[src/rtl/inv_sub_bytes_iter.sv]
// Iterative AES InvSubBytes engine.
// A 128-bit state is captured on handshake, then BYTES_PER_CYCLE bytes per
// cycle are replaced by their inverse S-box value (composite-field
// GF((2^4)^2) datapath) in ascending byte order. The finished state is held
// on out_state until the consumer takes it.
module inv_sub_bytes_iter #(
   parameter int BYTES_PER_CYCLE = 4
) (
   input  logic         clk,
   input  logic         rst,
   input  logic         in_valid,
   output logic         in_ready,
   input  logic [127:0] in_state,
   output logic         out_valid,
   input  logic         out_ready,
   output logic [127:0] out_state,
   output logic         busy
);

   // Only divisors of 16 give an integral number of groups per state
   if (!(BYTES_PER_CYCLE == 1 || BYTES_PER_CYCLE == 2 || BYTES_PER_CYCLE == 4 ||
         BYTES_PER_CYCLE == 8 || BYTES_PER_CYCLE == 16)) begin : g_bad_param
      $error("inv_sub_bytes_iter: BYTES_PER_CYCLE must be 1, 2, 4, 8 or 16");
   end

   localparam int         GROUPS    = 16 / BYTES_PER_CYCLE;
   localparam int         GW        = 8 * BYTES_PER_CYCLE;
   localparam logic [3:0] CNT_STEP  = 4'(BYTES_PER_CYCLE);
   localparam logic [3:0] CNT_LAST  = 4'(16 - BYTES_PER_CYCLE);
   localparam logic [3:0] LAMBDA    = 4'b1100;

   typedef enum logic [1:0] {
      IDLE,
      RUN,
      DONE
   } state_t;

   state_t          state;
   state_t          state_next;
   logic [3:0]      cnt;
   logic [127:0]    work;
   logic [GW-1:0]   group_in;
   logic [GW-1:0]   group_out;

   // ---------------- GF(2^2) arithmetic, polynomial x^2 + x + 1 ----------------
   function automatic logic [1:0] gf2_mul(input logic [1:0] a, input logic [1:0] b);
      return {(a[1] & b[1]) ^ (a[0] & b[1]) ^ (a[1] & b[0]),
              (a[1] & b[1]) ^ (a[0] & b[0])};
   endfunction

   // multiply by phi = {10}
   function automatic logic [1:0] gf2_mul_phi(input logic [1:0] a);
      return {a[1] ^ a[0], a[1]};
   endfunction

   // squaring; in GF(2^2) this is also the multiplicative inverse
   function automatic logic [1:0] gf2_sq(input logic [1:0] a);
      return {a[1], a[1] ^ a[0]};
   endfunction

   // ---------------- GF(2^4) = GF(2^2)[y] / (y^2 + y + phi) ----------------
   function automatic logic [3:0] gf4_mul(input logic [3:0] a, input logic [3:0] b);
      logic [1:0] hh;
      logic [1:0] ll;
      logic [1:0] ss;
      hh = gf2_mul(a[3:2], b[3:2]);
      ll = gf2_mul(a[1:0], b[1:0]);
      ss = gf2_mul(a[3:2] ^ a[1:0], b[3:2] ^ b[1:0]);
      return {ss ^ ll, gf2_mul_phi(hh) ^ ll};
   endfunction

   function automatic logic [3:0] gf4_inv(input logic [3:0] a);
      logic [1:0] d;
      logic [1:0] di;
      d  = gf2_mul_phi(gf2_sq(a[3:2])) ^ gf2_mul(a[3:2], a[1:0]) ^ gf2_sq(a[1:0]);
      di = gf2_sq(d);
      return {gf2_mul(a[3:2], di), gf2_mul(a[3:2] ^ a[1:0], di)};
   endfunction

   // ---------------- GF((2^4)^2) = GF(2^4)[z] / (z^2 + z + lambda) ----------------
   function automatic logic [7:0] gf8_inv(input logic [7:0] a);
      logic [3:0] d;
      logic [3:0] di;
      d  = gf4_mul(gf4_mul(a[7:4], a[7:4]), LAMBDA) ^ gf4_mul(a[7:4], a[3:0]) ^
           gf4_mul(a[3:0], a[3:0]);
      di = gf4_inv(d);
      return {gf4_mul(a[7:4], di), gf4_mul(a[7:4] ^ a[3:0], di)};
   endfunction

   // isomorphism from the AES polynomial basis into the composite basis
   function automatic logic [7:0] iso(input logic [7:0] a);
      return {a[7] ^ a[5],
              a[7] ^ a[6] ^ a[4] ^ a[3] ^ a[2] ^ a[1],
              a[7] ^ a[5] ^ a[3] ^ a[2],
              a[7] ^ a[5] ^ a[3] ^ a[2] ^ a[1],
              a[7] ^ a[6] ^ a[2] ^ a[1],
              a[7] ^ a[4] ^ a[3] ^ a[2] ^ a[1],
              a[6] ^ a[4] ^ a[1],
              a[6] ^ a[1] ^ a[0]};
   endfunction

   // isomorphism back from the composite basis
   function automatic logic [7:0] iso_inv(input logic [7:0] a);
      return {a[7] ^ a[6] ^ a[5] ^ a[1],
              a[6] ^ a[2],
              a[6] ^ a[5] ^ a[1],
              a[6] ^ a[5] ^ a[4] ^ a[2] ^ a[1],
              a[5] ^ a[4] ^ a[3] ^ a[2] ^ a[1],
              a[7] ^ a[4] ^ a[3] ^ a[2] ^ a[1],
              a[5] ^ a[4],
              a[6] ^ a[5] ^ a[4] ^ a[2] ^ a[0]};
   endfunction

   // inverse of the AES affine transform
   function automatic logic [7:0] inv_affine(input logic [7:0] b);
      return {b[6:0], b[7]} ^ {b[4:0], b[7:5]} ^ {b[1:0], b[7:2]} ^ 8'h05;
   endfunction

   function automatic logic [7:0] inv_sbox(input logic [7:0] b);
      return iso_inv(gf8_inv(iso(inv_affine(b))));
   endfunction

   // one inverse S-box per byte lane of the active group
   for (genvar k = 0; k < BYTES_PER_CYCLE; k++) begin : g_sbox
      assign group_out[8*k +: 8] = inv_sbox(group_in[8*k +: 8]);
   end

   // select the group of the working register addressed by the byte counter
   always_comb begin
      group_in = '0;
      for (int g = 0; g < GROUPS; g++) begin
         if (cnt == 4'(g * BYTES_PER_CYCLE)) begin
            group_in = work[g*GW +: GW];
         end
      end
   end

   // next-state logic of the IDLE / RUN / DONE controller
   always_comb begin
      state_next = state;
      case (state)
         IDLE:    if (in_valid) state_next = RUN;
         RUN:     if (cnt == CNT_LAST) state_next = DONE;
         DONE:    if (out_ready) state_next = IDLE;
         default: state_next = IDLE;
      endcase
   end

   // state register, byte counter and working register
   always_ff @(posedge clk) begin
      if (rst) begin
         state <= IDLE;
         cnt   <= '0;
         work  <= '0;
      end else begin
         state <= state_next;
         case (state)
            IDLE: begin
               if (in_valid) begin
                  work <= in_state;
                  cnt  <= '0;
               end
            end
            RUN: begin
               cnt <= cnt + CNT_STEP;
               for (int g = 0; g < GROUPS; g++) begin
                  if (cnt == 4'(g * BYTES_PER_CYCLE)) begin
                     work[g*GW +: GW] <= group_out;
                  end
               end
            end
            default: ;
         endcase
      end
   end

   assign in_ready  = (state == IDLE);
   assign out_valid = (state == DONE);
   assign busy      = (state != IDLE);
   assign out_state = work;

endmodule
[config.mk]
export PLATFORM = sky130hd
export DESIGN_NAME = inv_sub_bytes_iter
export DESIGN_NICKNAME = d
export VERILOG_FILES = /design/src/rtl/inv_sub_bytes_iter.sv
export SDC_FILE = /design/constraint.sdc
export NUM_CORES = 1
export LEC_CHECK = 0
export ABC_AREA = 1
export BUFFER_PORTS_ARGS = -buffer_cell sky130_fd_sc_hd__buf_4
export CAP_MARGIN = 20
export CORE_MARGIN = 8
export CORE_UTILIZATION = 59
export DETAILED_ROUTE_END_ITERATION = 12
export MAX_ROUTING_LAYER = met4
export PLACE_DENSITY_LB_ADDON = 0.3
export SETUP_SLACK_MARGIN = 0.15
export SLEW_MARGIN = 0
export SYNTH_ARGS = -nofsm -noshare
export SYNTH_HDL_FRONTEND = slang
export SYNTH_SLANG_ARGS = --single-unit
[constraint.sdc]
create_clock -name clk -period 7.15 [get_ports clk]
set_input_delay 1.0725 -clock clk [delete_from_list [all_inputs] [get_ports clk]]
set_output_delay 1.0725 -clock clk [all_outputs]
set_load 0.02 [all_outputs]
==> run metrics, run 1 <==
status=finished, final reports clean; Site Rows=60; CP required=7.51 ns; pin count of the biggest net entering global routing=73; Final period util=between 90% and 100%; Mapped Nets=2,894; Slew Limit Fails=0; Yosys Warn Count=0; CTS root buf=clkbuf_16; filler cell count=2,457; htree depth=4; worst clock skew=0.0109 ns; Die ar.=32,300 µm²; wire per inst=roughly 18 µm; DR iter-0 viols=1,858; Slew HR=a little over a fifth; Worst Max-Slew Pin Slew=1.18 ns; initial core utilization=59.4%; n_diodes=0; clock buffers created by TritonCTS=17; DIE WIDTH=180 µm; drt total wl=59,400 µm; final hold violation count=0; Final #Nets=3,120; via count=between 15,000 and 20,000; synthesized area=15,800 µm²; CP arrival=just under 7 ns; Most used DFF post-synth=dfxtp_1; router iterations before antenna repair=6; crit start category=flip-flop; GR Util All Layers=a little over a third; most frequent cell after synthesis=nand2_1; fmax=0.153 GHz; vias in the first global route=~18,000; mean post-synth cell area=5.78 µm²; drt via density=just under 6; Place WS=0.332 ns; remaining global-route overflow=0; Setup CP Type=reg2reg; setup slack after layout=0.602 ns; final setup fails=0; final cell count without fillers=3,318; # port buffers=262; fin area=between 15,000 and 20,000 µm²; synth top area cells=nand2_1 24%, dfxtp_1 17%, nand3_1 10%; DRC=0; Cells after Synth=between 2,000 and 3,000; top cell type's share of synthesized area=24.0%; Setup TNS=0 ns; CTS tree=yes; Ports=around 260; initial antenna violation count=0; clock latency on the worst-skew pair=0.44 ns; slowest stage cell, crit path=inv_2; clk sinks=132; leading area contributor after synthesis=nand2_1; Netlist cell types=54; remaining antenna violation count=0; Die Ht=around 180 µm; CP Max Fanout=22; Clock transition at path regs=0.07 ns; Placer Congestion=1.01; Worst setup EP type=flip-flop; share of layout cells above drive strength 1=22.5%; Placed Area=17,800 µm²; minimum clock period=~6.5 ns; Async SR Flop Fraction=0%; storage element area=2640 µm²; first-pass GRT wire length=93,400 µm; max_cap viols=0; Crit path largest cell delay=0.44 ns; sequential share of the synthesized area=roughly 17%; area of the multi-input gates=11,800 µm²; Placed Instances=around 3,300; area grow syn2layout=17.9%; post-DP HPWL=45,600 µm; RSZ-0062 raised after global routing=true; Core ar.=26,700 µm²; Post-synth EDFFs=0; maximum clock path buffer count=2; worst hold path type=reg2reg; Top cell by count, worst path=nand2_1; number of synthesized register bits=132; Post-synth top cells=1,011 x nand2_1, 326 x nand3_1, 280 x a21oi_1, 206 x inv_1, 136 x o21ai_0
[cell families after synthesis]
family | count (synthesis) | synth area share (%)
simple gates | 1664 | 48.4
compound gates | 479 | 16.8
buf+inv | 346 | 9.88
flops | 132 | 16.7
fa+ha+maj | 24 | 1.90
xor+xnor | 93 | 6.41
[final timing paths]
kind	from	endpoint	slack [ns]	depth (start not counted)
max	cnt[3]	out_state[76]	0.60	46
min	cnt[2]	cnt[2]	0.51	1
max reg2reg	cnt[3]	out_state[76]	0.60	46
min reg2reg	cnt[2]	cnt[2]	0.51	1
[registers in the layout, indices dropped and copies added (netlist names)]
| register | flops |
|---|---|
| cnt | 2 |
| out_state | 128 |
| state | 2 |
[worst max-delay path, delay by kind of cell (launching register included)]
family / cells / cell delay (ns)
flops: 1 / 0.35
simple gates: 32 / 3.86
buf+inv: 8 / 1.06
fa+ha+maj: 3 / 0.65
xor+xnor: 2 / 0.42
compound gates: 1 / 0.14
[timing repair]
item | in CTS | in global routing
setup buffers | 0 | 11
hold buffers | 0 | 0
endpoints found under the setup margin | 0 | 128
gates resized for setup | 0 | 34
[layout by cell type, fill, tap and decap left out, types with 3 or more instances in the layout]
cell type / n
nand3_2: 30
o21ai_2: 4
inv_4: 3
xnor2_1: 22
inv_2: 51
xor2_1: 43
nand3b_1: 16
a21oi_2: 20
clkinvlp_4: 4
inv_1: 203
nor2_2: 13
o21ai_1: 11
inv_8: 6
o211ai_1: 9
o21ai_0: 136
dfxtp_1: 131
nand4_1: 27
nand2_4: 28
xnor2_2: 9
clkinv_1: 3
nor2_1: 73
a21oi_4: 11
xor2_2: 14
ha_1: 20
inv_6: 5
nor2_4: 4
nand3_1: 324
a221oi_1: 5
buf_4: 287
nand2_2: 132
o211ai_2: 4
a21oi_1: 274
nand2_1: 1005
clkbuf_16: 17
[final cells by class]
type | instances | area share (%)
clock buffer | 17 | 2.28
timing repair buffer | 289 | 11.7
multi-input combinational | 2260 | 63.3
inverter | 264 | 5.51
clock inverter | 15 | 0.744
tap | 341 | 2.29
sequential | 132 | 14.2
[through the flow]
| step | hold WS (ns) | util (%) |
|---|---|---|
| floorplan | 0.472 | - |
| global placement | 0.487 | 66.9 |
| detailed placement | 0.497 | 66.9 |
| CTS | 0.508 | 69.0 |
| global route | 0.532 | 70.0 |
| finish | 0.508 | 70.0 |
[routing by layer]
layer | track usage, % | part of all wire (%)
met5 | - | 0
met4 | 13.4 | 3.5
met3 | 6.41 | 9.9
met2 | 59.0 | 47
met1 | 43.0 | 39
Power of run 1 is left out: the tool's default activity adds up to more than one toggle a clock period on the data nets, which glitch-free logic cannot reach.
==> run 2: changes to the inputs <==
--- a/config.mk
+++ b/config.mk
@@ -9,7 +9,7 @@
 export BUFFER_PORTS_ARGS = -buffer_cell sky130_fd_sc_hd__buf_4
 export CAP_MARGIN = 20
 export CORE_MARGIN = 8
-export CORE_UTILIZATION = 59
+export CORE_UTILIZATION = 53
 export DETAILED_ROUTE_END_ITERATION = 12
 export MAX_ROUTING_LAYER = met4
 export PLACE_DENSITY_LB_ADDON = 0.3
==> constraint.sdc (replaced) <==
create_clock -name clk -period 5.9 [get_ports clk]
set_input_delay 0.885 -clock clk [delete_from_list [all_inputs] [get_ports clk]]
set_output_delay 0.885 -clock clk [all_outputs]
set_load 0.02 [all_outputs]
==> run 2 against run 1 <==
Net effect: the run now ends with negative setup slack left; core utilization up 9.7 points; hold slack better by 0.0018 ns; fmax increased by 9.9%; setup slack lost 0.66 ns; final area increased by 26%; non-clock buffer count up 227; final cell count rose by 8.4%; clock skew down 0.0034 ns; register-to-register slack worse by 0.66 ns; routed wire length is 19% higher; via count is 8.4% higher; critical endpoint is now out_state[50].
==> run metrics, run 2 (same netlist as run 1, synthesis figures left out) <==
status=complete, but fails checks (was finished, final reports clean); failing checks=negative setup slack; share of layout cells above drive strength 1=43.8% (was 22.5%); max reg flops=128 (unchanged); minimum clock period=5.96 ns (was 6.55 ns); slowest stage cell, crit path=dfxtp_4 (was inv_2); Die Ht=189 µm (was 180 µm); filler cell count=2,111 (was 2,457); remaining antenna violation count=0 (unchanged); router iterations before antenna repair=6 (unchanged); first-pass GRT wire length=97,500 µm (was 93,400 µm); CP Max Fanout=7 (was 22); Placer Congestion=0.950 (was 1.01); pin count of the biggest net entering global routing=109 (was 73); fmax=0.168 GHz (was 0.153 GHz); Clock transition at path regs=0.06 ns (was 0.07 ns); CTS tree=yes (unchanged); n_diodes=0 (unchanged); WHS=0.510 ns (was 0.508 ns); CP arrival=6.34 ns (was 6.91 ns); clock buffers created by TritonCTS=17 (unchanged); storage element area=2650 µm² (was 2640 µm²); Worst setup EP type=flip-flop (unchanged); Top cell by count, worst path=nand2_4 (was nand2_1); hold depth=1 (unchanged); Core ar.=29,600 µm² (was 26,700 µm²); Ports=263 (unchanged); Placed Area=18,800 µm² (was 17,800 µm²); CP required=6.28 ns (was 7.51 ns); DRC=0 (unchanged); # port buffers=262 (unchanged); worst clock skew=0.00752 ns (was 0.0109 ns); Slew HR=18.0% (was 21.0%); FF-to-FF path depth=47 (was 46); drt via density=5.94 (about the same); GR Util All Layers=34.5% (was 35.7%); initial core utilization=53.5% (was 59.4%); Slew Limit Fails=0 (unchanged); RSZ-0062 raised after global routing=true (unchanged); crit start category=flip-flop (unchanged); fin util=79.7% (was 70.0%); maximum clock path buffer count=2 (unchanged); post-DP HPWL=47,300 µm (was 45,600 µm); DIE WIDTH=189 µm (was 180 µm); Setup CP Type=reg2reg (unchanged); drt total wl=70,500 µm (was 59,400 µm); remaining global-route overflow=0 (unchanged); Crit path largest cell delay=0.37 ns (was 0.44 ns); Die ar.=35,600 µm² (was 32,300 µm²); most frequent cells in the layout=728 x nand2_1, 482 x buf_4, 315 x nand2_2 (was 1,005 x nand2_1, 324 x nand3_1, 287 x buf_4); final hold violation count=0 (unchanged); via count=21,361 (was 19,700); area of the multi-input gates=14,500 µm² (was 11,800 µm²); area grow syn2layout=48.9% (was 17.9%); hold_buf cts=0 (unchanged); Final #Nets=3,350 (was 3,120); CTS root buf=clkbuf_16 (unchanged); worst hold path type=reg2reg (unchanged); vias in the first global route=18,901 (was 18,413); max_cap viols=0 (unchanged); DR iter-0 viols=1,989 (was 1,858); most common cell after layout, fill and taps aside=nand2_1 (unchanged); Worst Max-Slew Pin Slew=1.23 ns (was 1.18 ns); fin area=23,600 µm² (was 18,700 µm²); htree depth=4 (unchanged); Final period util=101% (was 91.6%); Place WS=-0.311 ns (was 0.332 ns); initial antenna violation count=0 (unchanged); setup slack after layout=-0.0604 ns (was 0.602 ns); clock latency on the worst-skew pair=0.46 ns (was 0.44 ns); clk sinks=132 (unchanged); wire per inst=19.6 µm (was 17.9 µm); Site Rows=63 (was 60); final setup fails=13 (was 0)
[run 2: cell count changes in the layout (fill, tap and decap cells not counted), moves of 30 or more]
cell | before | now
nand2_1 | 1005 | 728
buf_4 | 287 | 482
nand2_2 | 132 | 315
nand3_1 | 324 | 231
nand2_4 | 28 | 120
a21oi_1 | 274 | 205
a21oi_2 | 20 | 85
nand3_2 | 30 | 90
nand3_4 | 2 | 35
inv_1 | 203 | 173
[run 2: area by class of cell]
class	instances	share of cell area, %
inverters	264	4.59
multi-input cells	2260	61.6
repair buffers	516	17.8
clock inverters	9	0.542
well taps	390	2.07
flip-flops and latches	132	11.2
clock buffers	23	1.99
repair inverters	3	0.175
[run 2: path summary, 6_finish.rpt]
check        startpoint       endpoint  slack [ns]
max              cnt[3]  out_state[50]       -0.06
min              cnt[2]         cnt[2]        0.51
max reg2reg      cnt[3]  out_state[50]       -0.06
min reg2reg      cnt[2]         cnt[2]        0.51
[run 2: worst max-delay path, delay by kind of cell (launching register included)]
family          cells  cell delay (ns)
simple gates       29             2.72
xor+xnor            5             0.92
buf+inv             8             0.72
fa+ha+maj           3             0.69
compound gates      2             0.45
flops               1             0.37
[run 2: metrics by stage]
step / setup TNS, ns / cells
2_1_floorplan: 0 / 2738
3_3_place_gp: -2.35 / 3443
3_5_place_dp: -14.34 / 3443
4_1_cts: 0 / 3506
5_1_grt: -26.55 / 3597
6_report: -0.289 / 3597
[run 2: metal layers]
layer  global-route usage, %  wire (µm)  up-vias
met5                       -          0        -
met4                    14.0       3810        0
met3                    5.99       6580      295
met2                    56.1      33200     1331
met1                    42.0      26900     9905
li1                        -          -     9830
[run 2: timing repair]
action | 4_1_cts | 5_1_grt
resized for setup | 157 | 602
endpoints found under the hold margin | 0 | 0
pin swaps | 65 | 316
buffers inserted | 29 | 84
cloned | 2 | 4
endpoints found under the setup margin | 128 | 128
Power of run 2 is left out for the same reason.
